## src/rtl/mem_request_unit_pkg.sv

```systemverilog
// Shared types for the memory request sequencer: request-phase state and helpers.
package mem_request_unit_pkg;

   typedef enum logic [1:0] {
      FETCH  = 2'd0,
      DATA   = 2'd1,
      HALTED = 2'd2
   } reqstate_t;

   // True when the decoded instruction touches data memory.
   function automatic logic is_mem_op(input logic rd, input logic wr);
      return rd | wr;
   endfunction

endpackage

```

## src/rtl/mem_request_unit_sat_counter.sv

```systemverilog
// Saturating up-counter with synchronous clear and count enable.
module sat_counter #(
   parameter int W = 8
) (
   input  logic         clk,
   input  logic         rst_n,
   input  logic         clr,
   input  logic         en,
   output logic [W-1:0] cnt
);

   logic [W-1:0] cnt_r;

   // Counter register: clear wins over enable, and the value sticks at all-ones.
   always_ff @(posedge clk or negedge rst_n) begin
      if (!rst_n) begin
         cnt_r <= {W{1'b0}};
      end else if (clr) begin
         cnt_r <= {W{1'b0}};
      end else if (en && (cnt_r != {W{1'b1}})) begin
         cnt_r <= cnt_r + {{(W-1){1'b0}}, 1'b1};
      end else begin
         cnt_r <= cnt_r;
      end
   end

   assign cnt = cnt_r;

endmodule

```

## src/rtl/mem_request_unit.sv

```systemverilog
// Sequences I-fetch and data requests toward the cache and strobes PC advance.
// Optional watchdog on long data waits is built when REQ_WATCHDOG_EN is defined.
module mem_request_unit
   import mem_request_unit_pkg::*;
#(
   parameter int WAIT_W     = 8
`ifdef REQ_WATCHDOG_EN
   ,
   parameter int WDOG_LIMIT = 64
`endif
) (
   input  logic              CLK,
   input  logic              nRST,
   input  logic              ihit,
   input  logic              dhit,
   input  logic              dREN_in,
   input  logic              dWEN_in,
   input  logic              halt_in,
   output logic              imemREN,
   output logic              dmemREN,
   output logic              dmemWEN,
   output logic              pcEN,
   output logic              halt,
`ifdef REQ_WATCHDOG_EN
   output logic [WAIT_W-1:0] dwait_cnt,
   output logic              wdog_err
`else
   output logic [WAIT_W-1:0] dwait_cnt
`endif
);

   reqstate_t         state_r;
   reqstate_t         state_next_s;
   logic              dmem_ren_r;
   logic              dmem_wen_r;
   logic              dmem_ren_next_s;
   logic              dmem_wen_next_s;
   logic              halt_r;
   logic              imem_ren_s;
   logic              pc_en_s;
   logic              cnt_clr_s;
   logic              cnt_en_s;
   logic [WAIT_W-1:0] dwait_cnt_s;

   // State and registered request outputs.
   always_ff @(posedge CLK or negedge nRST) begin
      if (!nRST) begin
         state_r    <= FETCH;
         dmem_ren_r <= 1'b0;
         dmem_wen_r <= 1'b0;
         halt_r     <= 1'b0;
      end else begin
         state_r    <= state_next_s;
         dmem_ren_r <= dmem_ren_next_s;
         dmem_wen_r <= dmem_wen_next_s;
         halt_r     <= (state_next_s == HALTED);
      end
   end

   // Next-state, request selection and PC strobe.
   always_comb begin
      state_next_s    = state_r;
      dmem_ren_next_s = dmem_ren_r;
      dmem_wen_next_s = dmem_wen_r;
      imem_ren_s      = 1'b0;
      pc_en_s         = 1'b0;
      cnt_clr_s       = 1'b0;
      cnt_en_s        = 1'b0;
      case (state_r)
         FETCH: begin
            imem_ren_s = 1'b1;
            if (!ihit) begin
               state_next_s = FETCH;
            end else if (halt_in) begin
               state_next_s = HALTED;
            end else if (is_mem_op(dREN_in, dWEN_in)) begin
               // A write takes precedence when decode flags both directions.
               state_next_s    = DATA;
               dmem_wen_next_s = dWEN_in;
               dmem_ren_next_s = dREN_in & ~dWEN_in;
               cnt_clr_s       = 1'b1;
            end else begin
               pc_en_s = 1'b1;
            end
         end
         DATA: begin
            if (dhit) begin
               pc_en_s         = 1'b1;
               state_next_s    = FETCH;
               dmem_ren_next_s = 1'b0;
               dmem_wen_next_s = 1'b0;
            end else begin
               cnt_en_s = 1'b1;
            end
         end
         HALTED: begin
            state_next_s    = HALTED;
            dmem_ren_next_s = 1'b0;
            dmem_wen_next_s = 1'b0;
         end
         default: begin
            state_next_s    = FETCH;
            dmem_ren_next_s = 1'b0;
            dmem_wen_next_s = 1'b0;
         end
      endcase
   end

   sat_counter #(
      .W(WAIT_W)
   ) u_dwait (
      .clk  (CLK),
      .rst_n(nRST),
      .clr  (cnt_clr_s),
      .en   (cnt_en_s),
      .cnt  (dwait_cnt_s)
   );

`ifdef REQ_WATCHDOG_EN
   logic wdog_r;
   logic wdog_trip_s;

   assign wdog_trip_s = (state_r == DATA) && !dhit &&
                        (32'(dwait_cnt_s) >= 32'(WDOG_LIMIT - 1));

   // Sticky watchdog flag, cleared only by reset.
   always_ff @(posedge CLK or negedge nRST) begin
      if (!nRST) begin
         wdog_r <= 1'b0;
      end else begin
         wdog_r <= wdog_r | wdog_trip_s;
      end
   end

   assign wdog_err = wdog_r;
`endif

   assign imemREN   = imem_ren_s;
   assign pcEN      = pc_en_s;
   assign dmemREN   = dmem_ren_r;
   assign dmemWEN   = dmem_wen_r;
   assign halt      = halt_r;
   assign dwait_cnt = dwait_cnt_s;

endmodule

```

## config.mk

```make
export PLATFORM = sky130hd
export DESIGN_NAME = mem_request_unit
export DESIGN_NICKNAME = d
export VERILOG_FILES = /design/src/rtl/mem_request_unit_pkg.sv /design/src/rtl/mem_request_unit_sat_counter.sv /design/src/rtl/mem_request_unit.sv
export SDC_FILE = /design/constraint.sdc
export NUM_CORES = 1
export LEC_CHECK = 0
export CAP_MARGIN = 5
export CORE_UTILIZATION = 30
export CTS_CLUSTER_DIAMETER = 120
export DETAILED_ROUTE_END_ITERATION = 10
export PLACE_DENSITY_LB_ADDON = 0.08
export SLEW_MARGIN = 20
export SYNTH_ARGS = -nofsm -noshare
export SYNTH_HDL_FRONTEND = slang
export SYNTH_HIERARCHICAL = 1
export SYNTH_SLANG_ARGS = --single-unit
```

## constraint.sdc

```tcl
create_clock -name CLK -period 4.1 [get_ports CLK]
set_clock_uncertainty 0.2 [all_clocks]
set_input_delay 1.025 -clock CLK [delete_from_list [all_inputs] [get_ports CLK]]
set_output_delay 1.025 -clock CLK [all_outputs]
set_load 0.02 [all_outputs]
```

==> results of run 1 <==
[synthesized netlist by cell type, types with 2 or more instances]
master	number
nand3_1	5
inv_1	3
nor2b_1	4
dfrtp_1	13
nand2_1	5
mux2_2	2
nand2b_1	4
a21oi_1	6
nor2_1	6
nor3_1	4
or3_1	2
[path summary, 6_finish.rpt]
path                                start             end  cells past startpoint  slack (ns)
min                               dmemWEN         dmemWEN                      2        0.33
max reg2reg                u_dwait/cnt[0]  u_dwait/cnt[0]                      4        2.13
max                                  ihit            pcEN                      5        0.25
min reg2reg                       dmemWEN         dmemWEN                      2        0.33
min in group asynchronous            nRST         dmemWEN                      1        0.93
max in group asynchronous            nRST  u_dwait/cnt[5]                      1        2.38
[critical path, stage by stage]
cell             delay [ns]
clkdlybuf4s50_1        0.49
nor2b_1                0.23
nand3b_1               0.12
a21oi_1                0.15
clkdlybuf4s50_1        0.61
[layout make-up]
cell class                 instances  area, um2
multi-input combinational         59        382
inverter                           3       11.3
fill                             234       1270
tap                               28       35.0
sequential                        13        325
timing repair buffer              21        205
clock buffer                       4       26.3
[flip-flops by register name, indices dropped and copies added (netlist names)]
name and cells:
dmemREN 1, dmemWEN 1, halt 1, state_r 2, u_dwait/cnt 8
[metal layers]
layer,vias up,share of wire,track usage,wire length [um]
li1,331,-,-,-
met1,302,0.53,0.209,827
met2,10,0.42,0.167,648
met3,2,0.041,0.0298,63
met4,0,0.0090,0.0811,14
met5,-,0,0,0
[through the flow]
step	utilization	total power, mW
after global routing	0.437	0.350
after floorplan	-	0.204
after detailed placement	0.425	0.249
after CTS	0.437	0.331
after global placement	0.425	0.249
final	0.437	0.326
[power breakdown]
part	switching [mW]	internal, mW	total [mW]
clock network	0.0423	0.0377	0.0799
logic	0.0409	0.0440	0.0849
registers	0.0189	0.142	0.161
total	0.102	0.224	0.326
[cell families (layout without fill, tap and decap cells)]
logic type / after synthesis / count (layout) / share of synthesized area
and+or+nand+nor: 41 / 41 / 0.334
AOI/OAI and AO/OA: 14 / 14 / 0.129
DFF: 13 / 13 / 0.448
buffers and inverters: 5 / 28 / 0.0275
muxes: 3 / 3 / 0.0447
adders and majority gates: 1 / 1 / 0.0172
==> impl_metrics.env, run 1 <==
export IMPL_status="finished, final reports clean"
export IMPL_setup_violations=0
export IMPL_tightest_slew_ns=0.609
export IMPL_hold_class="flop to flop"
export IMPL_gp_congestion=0.779
export IMPL_end_kind="output port"
export IMPL_p_per_area_nw_per_um2=331
export IMPL_die_h_um=51.2
export IMPL_clock_sinks=13
export IMPL_cts_buffers=3
export IMPL_place_area_um2=958
export IMPL_drtIter0Drc=2
export IMPL_core_area_um2=2250
export IMPL_ios=20
export IMPL_worstPathArrival_ns=2.62
export IMPL_firstDrtPassIters=2
export IMPL_grt_pass1_wl_um=2600
export IMPL_postCtsHoldBufs=0
export IMPL_ys_flop_type="dfrtp_1"
export IMPL_clk_path_buf_depth=2
export IMPL_final_hold_viol_count=0
export IMPL_tns_ns=0
export IMPL_grt_overflow=0
export IMPL_async_flop_share=1.00
export IMPL_root_buffer="clkbuf_4"
export IMPL_synth_top_area_cell="dfrtp_1"
export IMPL_layout_common_cells="clkdlybuf4s50_1 (19), dfrtp_1 (13), nor2_1 (6), a21oi_1 (6)"
export IMPL_portBuffers=19
export IMPL_synth_area_leaders="dfrtp_1 (45%), a21oi_1 (4.1%), nand2b_1 (3.4%)"
export IMPL_grt_max_degree=14
export IMPL_timing_final_ws_setup_ns=0.255
export IMPL_fmax_ghz=0.260
export IMPL_drv_cap=0
export IMPL_synth_area_per_cell_um2=9.44
export IMPL_antennaDiodeCount=0
export IMPL_dieArea_um2=2620
export IMPL_dp_cells=124
export IMPL_critical_path_required_ns=2.87
export IMPL_area_growth_pct=35.5
export IMPL_design_area_um2=985
export IMPL_drv_slew=0
export IMPL_slew_headroom=0.593
export IMPL_synth_seq_cells=13
export IMPL_antenna_found_initial=0
export IMPL_path_class="input pin to output port"
export IMPL_startpoint_type="input pin"
export IMPL_layout_nets=109
export IMPL_layout_commonest_cell="clkdlybuf4s50_1"
export IMPL_leakagePower_nw=0.390
export IMPL_grt_pass1_vias=549
export IMPL_synth_fp_nets=85
export IMPL_ctsHtreeMaxLevel=1
export IMPL_yosysSeqAreaShare=0.448
export IMPL_yosysUniqueCellTypes=34
export IMPL_die_width_um=51.2
export IMPL_period_share=0.938
export IMPL_rsz0062_at_grt="no"
export IMPL_synth_edf_count=0
export IMPL_cts_resized_gates=0
export IMPL_fin_cells=128
export IMPL_grt_use_total=0.136
export IMPL_layout_min_cycle_time_ns=3.85
export IMPL_cp_max_fo=3
export IMPL_num_rows=17
export IMPL_irDropWorstVdd_mv=0.212
export IMPL_wire_per_inst_um=12.1
export IMPL_dp_slack_ns=0.264
export IMPL_cts_tree="done"
export IMPL_wl_um=1550
export IMPL_synth_top_area_share=0.448
export IMPL_ant_nets=0
export IMPL_start_util=0.322
export IMPL_vias_per_cell=5.04
export IMPL_vias=645
export IMPL_cts_clk_slew_worst_paths_ns=0.08
export IMPL_hold_ws_ns=0.328
export IMPL_dp_hpwl_um=1120
export IMPL_clkLatencyLatePin_ns=0.27
export IMPL_post_route_drc_count=0
export IMPL_post_cts_setup_buffers=0
export IMPL_syn_inst=77
export IMPL_synthesis_area_um2=727
export IMPL_synth_warnings=6
export IMPL_drive_gt1_frac=0.120
Power figures use the tool's default switching activity.
==> run 2: changes to the inputs <==
- CORE_UTILIZATION: 30 -> 40
==> run 2 against run 1 <==
Total power about the same. Fmax up 0.29%. Critical path depth unchanged. Setup slack better by 0.011 ns. Via count up 1.9%. Largest power group unchanged. Worst hold slack better by 0.021 ns. Sequential power about the same.
==> impl_metrics.env, run 2 (synthesis results as in run 1) <==
export IMPL_cts_tree="done"
export IMPL_clkLatencyLatePin_ns=0.27
export IMPL_startpoint_type="input pin"
export IMPL_reg2reg_to="u_dwait/cnt[0]"
export IMPL_rrSetupSlack_ns=2.16
export IMPL_dp_hpwl_um=1110
export IMPL_drv_slew=0
export IMPL_firstDrtPassIters=4
export IMPL_p_per_area_nw_per_um2=332
export IMPL_vias_per_cell=5.26
export IMPL_tns_ns=0
export IMPL_dieArea_um2=1990
export IMPL_slowest_delay_ns=0.61
export IMPL_postCtsHoldBufs=0
export IMPL_root_buffer="clkbuf_4"
export IMPL_wl_met2_um=722
export IMPL_num_rows=15
export IMPL_rsz0062_at_grt="no"
export IMPL_layout_commonest_cell="clkdlybuf4s50_1"
export IMPL_grt_pass1_vias=562
export IMPL_critPathSlowestCell="clkdlybuf4s50_1"
export IMPL_grt_pass1_wl_um=2530
export IMPL_antenna_found_initial=0
export IMPL_met1Wirelength_um=773
export IMPL_cp_num_buf_inv=2
export IMPL_grt_overflow=0
export IMPL_cts_resized_gates=0
export IMPL_portBuffers=19
export IMPL_holdPathEnd="dmemWEN"
export IMPL_layout_common_cells="clkdlybuf4s50_1 (19), dfrtp_1 (13), nor2_1 (6), a21oi_1 (6)"
export IMPL_cp_cell_sequence="clkdlybuf4s50_1, nor2b_1, nand3b_1, a21oi_1, clkdlybuf4s50_1"
export IMPL_end_kind="output port"
export IMPL_worstReg2RegStart="u_dwait/cnt[0]"
export IMPL_crit_family="buffers and inverters"
export IMPL_hp_start="dmemWEN"
export IMPL_p_total_mw=0.325
export IMPL_layout_min_cycle_time_ns=3.83
export IMPL_core_area_um2=1710
export IMPL_drive_gt1_frac=0.120
export IMPL_met3WireLength_um=46
export IMPL_grt_use_total=0.174
export IMPL_vias=657
export IMPL_irDropWorstVdd_mv=0.227
export IMPL_antennaDiodeCount=0
export IMPL_status="finished, final reports clean"
export IMPL_p_seq_frac=0.492
export IMPL_gp_congestion=0.746
export IMPL_cp_max_fo=3
export IMPL_clk_path_buf_depth=2
export IMPL_period_share=0.935
export IMPL_die_width_um=44.6
export IMPL_cts_buffers=3
export IMPL_crit_top_cell="clkdlybuf4s50_1"
export IMPL_setup_violations=0
export IMPL_tightest_slew_ns=0.593
export IMPL_ctsHtreeMaxLevel=1
export IMPL_start_util=0.426
export IMPL_wl_um=1550
export IMPL_post_route_drc_count=0
export IMPL_largest_register_ffs=8
export IMPL_ant_nets=0
export IMPL_wire_per_inst_um=12.4
export IMPL_power_internal_mw=0.224
export IMPL_post_cts_setup_buffers=0
export IMPL_design_area_um2=981
export IMPL_ios=20
export IMPL_slew_headroom=0.603
export IMPL_worstPathArrival_ns=2.61
export IMPL_cts_clk_slew_worst_paths_ns=0.08
export IMPL_clock_sinks=13
export IMPL_die_h_um=44.6
export IMPL_area_growth_pct=34.9
export IMPL_ff2ff_path_depth=4
export IMPL_hold_depth=2
export IMPL_layout_nets=109
export IMPL_grt_max_degree=14
export IMPL_p_comb_frac=0.264
export IMPL_drv_cap=0
export IMPL_swShare=0.313
export IMPL_final_hold_viol_count=0
export IMPL_path_class="input pin to output port"
export IMPL_place_area_um2=955
export IMPL_hold_class="flop to flop"
export IMPL_leakagePower_nw=0.390
export IMPL_clkPwrFrac=0.243
export IMPL_drtIter0Drc=6
export IMPL_p_sw_mw=0.102
export IMPL_fmax_ghz=0.261
export IMPL_top_layer="met4"
export IMPL_critical_path_required_ns=2.87
## run 2: cell type report
| cell class | count | area, um2 |
|---|---|---|
| Clock buffer | 4 | 26.3 |
| Inverter | 3 | 11.3 |
| Tap cell | 25 | 31.3 |
| Fill cell | 160 | 727 |
| Timing Repair Buffer | 21 | 205 |
| Sequential cell | 13 | 325 |
| Multi-Input combinational cell | 59 | 382 |
## run 2: stage by stage
stage	worst slack, ns	cells	hold slack (ns)	util
floorplan	1.21	77	0.317	-
global placement	0.306	121	0.314	0.559
detailed placement	0.275	121	0.329	0.559
CTS	0.260	125	0.348	0.574
global route	0.116	125	0.362	0.574
finish	0.266	125	0.349	0.574
## run 2: power groups by stage
stage               registers, mW  clock network (mW)  logic, mW
finish                      0.160              0.0792     0.0860
detailed placement          0.163                   0     0.0862
CTS                         0.160              0.0840     0.0866
global placement            0.162                   0     0.0846
floorplan                   0.175                   0     0.0289
global route                0.164              0.0868     0.0939
## run 2: worst max path at each step
stage / start / slack [ns] / depth (start not counted) / endpoint
global placement: ihit / 0.31 / 5 / pcEN
detailed placement: ihit / 0.28 / 5 / pcEN
global route: ihit / 0.12 / 5 / pcEN
floorplan: ihit / 1.21 / 3 / pcEN
CTS: ihit / 0.26 / 5 / pcEN
finish: ihit / 0.27 / 5 / pcEN
## run 2: worst reg2reg max path, delay by kind of cell (launching register included)
kind            cells  cell delay (ns)
flops               1             0.44
mux                 1             0.37
fa+ha+maj           1             0.30
simple gates        1             0.29
compound gates      1             0.23
## run 2: layer usage
metal / vias to the layer above / GRT usage
met1: 316 / 0.260
met3: 2 / 0.0245
li1: 329 / -
met4: 0 / 0.0727
met5: - / 0
met2: 10 / 0.250
